`config.mk`:
```
export PLATFORM = sky130hd
export DESIGN_NAME = fifo_rf_flat
export DESIGN_NICKNAME = d
export VERILOG_FILES = /design/src/rtl/fifo_rf_pkg.sv /design/src/rtl/fifo_rf_if.sv /design/src/rtl/fifo_ctrl.sv /design/src/rtl/fifo_rf.sv /design/src/flat_wrapper.sv
export SDC_FILE = /design/constraint.sdc
export NUM_CORES = 1
export LEC_CHECK = 0
export BUFFER_PORTS_ARGS = -buffer_cell sky130_fd_sc_hd__buf_2
export CAP_MARGIN = 20
export CORE_AREA = 2 2 71 53
export CTS_BUF_LIST = sky130_fd_sc_hd__clkbuf_4 sky130_fd_sc_hd__clkbuf_8 sky130_fd_sc_hd__clkbuf_16
export CTS_CLUSTER_DIAMETER = 150
export CTS_CLUSTER_SIZE = 10
export DETAILED_ROUTE_END_ITERATION = 12
export DIE_AREA = 0 0 73 55
export PLACE_DENSITY = 0.76
export SYNTH_ARGS = -nofsm -noshare
export SYNTH_HDL_FRONTEND = slang
export SYNTH_SLANG_ARGS = --single-unit
```
`constraint.sdc`:
```
create_clock -name clk -period 2.86 [get_ports clk]
set_clock_uncertainty 0.2 [all_clocks]
set_input_delay 0.429 -clock clk [delete_from_list [all_inputs] [get_ports clk]]
set_output_delay 0.429 -clock clk [all_outputs]
set_load 0.005 [all_outputs]
```
`src/rtl/fifo_rf_pkg.sv`:
```
// Shared types for the register-file FIFO: the operation decoded from
// the accepted push/pop pair each cycle.
package fifo_rf_pkg;

    typedef enum logic [1:0] {
        OP_HOLD = 2'b00,
        OP_POP  = 2'b01,
        OP_PUSH = 2'b10,
        OP_BOTH = 2'b11
    } fifo_op_e;

endpackage

```
`src/rtl/fifo_rf_if.sv`:
```
// Producer/consumer bundle for fifo_rf: push and pop requests in,
// head word and occupancy flags out.
interface fifo_rf_if #(
    parameter int DATA_WIDTH = 8,
    parameter int ADDR_WIDTH = 2
);
    logic                  wr;
    logic [DATA_WIDTH-1:0] w_data;
    logic                  rd;
    logic [DATA_WIDTH-1:0] r_data;
    logic                  empty;
    logic                  full;
    logic [ADDR_WIDTH:0]   count;

    modport master (
        output wr, w_data, rd,
        input  r_data, empty, full, count
    );

    modport slave (
        input  wr, w_data, rd,
        output r_data, empty, full, count
    );
endinterface

```
`src/rtl/fifo_ctrl.sv`:
```
// Pointer and flag control for fifo_rf: tracks write/read pointers,
// occupancy count and empty/full, and qualifies the store write enable.
module fifo_ctrl
    import fifo_rf_pkg::*;
#(
    parameter int ADDR_WIDTH = 2
) (
    input  logic                  clk,
    input  logic                  reset,
    input  logic                  wr,
    input  logic                  rd,
    output logic [ADDR_WIDTH-1:0] w_addr,
    output logic [ADDR_WIDTH-1:0] r_addr,
    output logic                  wr_en,
    output logic                  empty,
    output logic                  full,
    output logic [ADDR_WIDTH:0]   count
);

    logic [ADDR_WIDTH-1:0] w_ptr, w_ptr_next, w_ptr_succ;
    logic [ADDR_WIDTH-1:0] r_ptr, r_ptr_next, r_ptr_succ;
    logic                  empty_next, full_next;
    logic [ADDR_WIDTH:0]   count_next;
    logic                  push_ok, pop_ok;
    fifo_op_e              op;

    // A push while full is still accepted when a pop frees the head slot.
    assign push_ok    = wr & (~full | rd);
    assign pop_ok     = rd & ~empty;
    assign op         = fifo_op_e'({push_ok, pop_ok});
    assign w_ptr_succ = w_ptr + 1'b1;
    assign r_ptr_succ = r_ptr + 1'b1;

    always_ff @(posedge clk) begin
        if (reset) begin
            w_ptr <= '0;
            r_ptr <= '0;
            empty <= 1'b1;
            full  <= 1'b0;
            count <= '0;
        end else begin
            w_ptr <= w_ptr_next;
            r_ptr <= r_ptr_next;
            empty <= empty_next;
            full  <= full_next;
            count <= count_next;
        end
    end

    always_comb begin
        w_ptr_next = w_ptr;
        r_ptr_next = r_ptr;
        empty_next = empty;
        full_next  = full;
        count_next = count;
        case (op)
            OP_PUSH: begin
                w_ptr_next = w_ptr_succ;
                empty_next = 1'b0;
                full_next  = (w_ptr_succ == r_ptr);
                count_next = count + 1'b1;
            end
            OP_POP: begin
                r_ptr_next = r_ptr_succ;
                full_next  = 1'b0;
                empty_next = (r_ptr_succ == w_ptr);
                count_next = count - 1'b1;
            end
            OP_BOTH: begin
                w_ptr_next = w_ptr_succ;
                r_ptr_next = r_ptr_succ;
            end
            default: begin
            end
        endcase
    end

    // Reset wins over a same-cycle push, so the store is left untouched too.
    assign wr_en  = push_ok & ~reset;
    assign w_addr = w_ptr;
    assign r_addr = r_ptr;

endmodule

```
`src/rtl/fifo_rf.sv`:
```
// Synchronous first-word-fall-through FIFO: register-file store written at
// the write pointer, head word read combinationally at the read pointer.
module fifo_rf #(
    parameter int DATA_WIDTH = 8,
    parameter int ADDR_WIDTH = 2
) (
    input  logic     clk,
    input  logic     reset,
    fifo_rf_if.slave bus
);

    logic [DATA_WIDTH-1:0] store [0:2**ADDR_WIDTH-1];
    logic [ADDR_WIDTH-1:0] w_addr, r_addr;
    logic                  wr_en;

    fifo_ctrl #(
        .ADDR_WIDTH(ADDR_WIDTH)
    ) u_ctrl (
        .clk    (clk),
        .reset  (reset),
        .wr     (bus.wr),
        .rd     (bus.rd),
        .w_addr (w_addr),
        .r_addr (r_addr),
        .wr_en  (wr_en),
        .empty  (bus.empty),
        .full   (bus.full),
        .count  (bus.count)
    );

    // Storage is deliberately not reset; only the pointers define validity.
    always_ff @(posedge clk) begin
        if (wr_en) begin
            store[w_addr] <= bus.w_data;
        end
    end

    assign bus.r_data = store[r_addr];

endmodule

```
`src/flat_wrapper.sv`:
```
// flat-port wrapper written by rule: the top's interface ports become plain ports
module fifo_rf_flat 
#(
    parameter int DATA_WIDTH = 8,
    parameter int ADDR_WIDTH = 2
)
  (clk, reset, bus_wr, bus_w_data, bus_rd, bus_r_data, bus_empty, bus_full, bus_count);
  fifo_rf_if #(.DATA_WIDTH(DATA_WIDTH), .ADDR_WIDTH(ADDR_WIDTH)) bus_i ();
  input  logic clk;
  input  logic reset;
  input wire logic [$bits(bus_i.wr)-1:0] bus_wr;
  input wire logic [$bits(bus_i.w_data)-1:0] bus_w_data;
  input wire logic [$bits(bus_i.rd)-1:0] bus_rd;
  output wire logic [$bits(bus_i.r_data)-1:0] bus_r_data;
  output wire logic [$bits(bus_i.empty)-1:0] bus_empty;
  output wire logic [$bits(bus_i.full)-1:0] bus_full;
  output wire logic [$bits(bus_i.count)-1:0] bus_count;
  assign bus_i.wr = bus_wr;
  assign bus_i.w_data = bus_w_data;
  assign bus_i.rd = bus_rd;
  assign bus_r_data = bus_i.r_data;
  assign bus_empty = bus_i.empty;
  assign bus_full = bus_i.full;
  assign bus_count = bus_i.count;
  fifo_rf #(.DATA_WIDTH(DATA_WIDTH), .ADDR_WIDTH(ADDR_WIDTH)) u_core (.clk(clk), .reset(reset), .bus(bus_i));
endmodule
```
==> summary.txt <==
Status
  • Status: complete, no violations

Clock network
  • Worst-Skew Late Latency: just under 300 ps
  • Clock transition at path regs: 80 ps
  • Hold Buf Count CTS: 0
  • Cells resized by post-CTS repair: 0
  • Buffer depth of the longest clock path: 2
  • Total CTS buffers: 5
  • CTS tree: built
  • Setup bufs post-CTS: 0
  • Clock sink count: 43
  • CTS H-tree lvls: 2
  • Root Buffer: clkbuf_8

Power
  • Peak VDD IR: 0.299 mV
  • Leakage Power: 0.795 nW
  • P per Cell Area: 668 nW/um2

Worst setup path
  • Crit end category: primary output
  • Critical path's slowest cell: dfxtp_1
  • Startpoint Class: register
  • CP Class: register to primary output
  • Crit path buffers/inverters: 1
  • CP cell instances: mux4_2 > buf_2
  • WP data required: roughly 2200 ps
  • CP arrival: ~1700 ps
  • Worst Path Max Fanout: 8
  • Worst path max stage delay: around 670 ps
  • CP top delay family: flip-flops

Global routing
  • Number of global-route vias before repair: 935
  • Largest net degree at the start of global routing: 14
  • First-pass GRT wire length: between 4 and 5 mm
  • Antenna violations before repair: 0
  • Grt total ovfl: 0
  • GRT Util Overall: about 16%

Floorplan
  • Die area: 4020 um2
  • Die height: approximately 55 um
  • Initial Util: 53.7%
  • # IOs: 25
  • Core Area: around 3400 um2
  • Die width: 73 um
  • Row count: 18

Detailed routing
  • Antenna Nets Post-Route: 0
  • Drt pass-1 iters: 4
  • DRC errors left: 0
  • Initial DRC count: roughly 120
  • WL per Instance: between 15 and 20 um
  • Wirelength, routed: slightly below 3 mm
  • DR vias: about 960
  • Routed vias/inst: 5.32

Layout
  • Fraction of layout cells with a size suffix above 1: between 30% and 40%
  • Area Overhead vs Synth: 14.6%
  • Final nets: 160
  • Fillcell total: roughly 260
  • Diode count: 0
  • Final Util: around three fifths

Synthesis
  • Largest area contributor in the netlist: edfxtp_1
  • #FFs+latches synth: 43
  • Avg Synthesized Cell Area: roughly 16 um2
  • Area contributors post-synth: edfxtp_1, dfxtp_1, mux4_2
  • Synth Instances: between 100 and 150
  • Synth Warn #: 0
  • Synth cell types: 26
  • Share of the synthesized area in the top cell type: 53.3%
  • Synthesized net count: ~130
  • Sequential area share after synthesis: approximately two thirds
  • Mapped cell area: 1800 um2

STA
  • Post-route clock period utilization: between 80% and 90%
  • RSZ-0062 raised after global routing: false
  • Max Freq: about 0.43 GHz
  • Fin crit period: 2310 ps
  • Tightest Pin Transition: approximately 550 ps
  • Final setup viols: 0
  • TNS Setup: 0 ps
  • Worst rel slew slack: ~63%
  • Slew Limit Fails: 0
  • Final hold vios: 0

Flow run
  • Max-cap violations: 0

Hold path
  • Hold crit path type: primary input to register

Placement
  • HPWL after DPL: approximately 2.1 mm
  • Port Buffer Count: 24
  • Final Wtd Congestion: between 0.8 and 0.9
layer usage:
layer	track usage, %	vias up	part of all wire [%]
met5	0	-	0
met3	3.99	7	3.9
met4	9.26	0	2.0
met2	27.5	18	51
li1	-	463	-
met1	19.2	469	43
path summary, 6_finish.rpt:
| path | startpoint | slack [ps] | endpoint | cells past startpoint |
|---|---|---|---|---|
| min reg2reg | u_core.u_ctrl.count[2] | 290 | u_core.u_ctrl.count[2] | 2 |
| max reg2reg | u_core.u_ctrl.empty | 870 | u_core.u_ctrl.count[2] | 8 |
| min | bus_w_data[4] | 160 | u_core.store[0][4] | 1 |
| max | register | 550 | bus_r_data[7] | 2 |
cells in the mapped netlist:
library cell	number
edfxtp_1	32
dfxtp_1	11
ha_1	9
mux4_2	8
nor2_1	8
inv_1	6
and2_1	4
o21ai_0	4
xor2_1	4
nand2b_1	3
xnor2_1	3
a21oi_1	2
buf_6	2
mux2i_1	2
nand2_1	2
nor2b_1	2
a211oi_2	1
a21o_1	1
buf_2	1
clkbuf_2	1
nand3b_1	1
nor3_1	1
nor3b_1	1
nor4b_2	1
o22ai_1	1
o31ai_1	1
layout make-up:
| cell class | instances | area (um2) | share of cell area (%) |
|---|---|---|---|
| clock buffers | 8 | 126 | 6.11 |
| repair buffers | 24 | 120 | 5.81 |
| flip-flops and latches | 43 | 1180 | 57.1 |
| well taps | 40 | 50.0 | 2.42 |
| inverters | 6 | 22.5 | 1.09 |
| multi-input cells | 59 | 567 | 27.4 |
cells by family after synthesis:
family                     after synthesis  share of synthesized area (%)
muxes                                   10                           11.1
adders and majority gates                9                           6.25
xor gates and xnor gates                 7                           3.40
AOI/OAI and AO/OA                       10                           3.54
DFF                                     43                           65.5
buffers and inverters                   10                           3.05
and+or+nand+nor                         23                           7.15
registers in the layout, indices dropped and copies added, names as in the netlist, named ones only:
name	cells
u_core.u_ctrl.r_addr	2
u_core.u_ctrl.count	3
u_core.u_ctrl.w_addr	2
u_core.u_ctrl.empty	1
u_core.store	32
u_core.u_ctrl.full	1
stage by stage:
step | cells | hold WS [ps] | total power [mW] | worst slack (ps) | area [um2]
floorplan | 112 | 278 | 0.857 | 989 | 1800
global placement | 172 | 276 | 0.903 | 824 | 1940
detailed placement | 172 | 282 | 0.914 | 724 | 1940
CTS | 180 | 150 | 1.39 | 488 | 2070
global route | 180 | 154 | 1.44 | 417 | 2070
finish | 180 | 157 | 1.38 | 550 | 2070
placed cells by master (no fill, tap or decap), drive strengths merged:
cell type   n
buf        24
mux4        8
nand2b      3
clkbuf      8
inv         6
and2        4
nor2        8
o31ai       1
nor4b       1
a21oi       2
xnor2       3
o21ai       4
nand2       2
nor2b       2
a211oi      1
a21o        1
edfxtp     32
nor3b       1
nand3b      1
mux2i       2
xor2        4
ha          9
nor3        1
o22ai       1
dfxtp      11
where the power goes:
| part | switching [mW] | internal [mW] |
|---|---|---|
| combinational | 0.0796 | 0.0819 |
| sequential | 0.0302 | 0.706 |
| clock | 0.195 | 0.288 |
| total | 0.305 | 1.08 |
No activity file was read; power rests on OpenSTA's default activity.
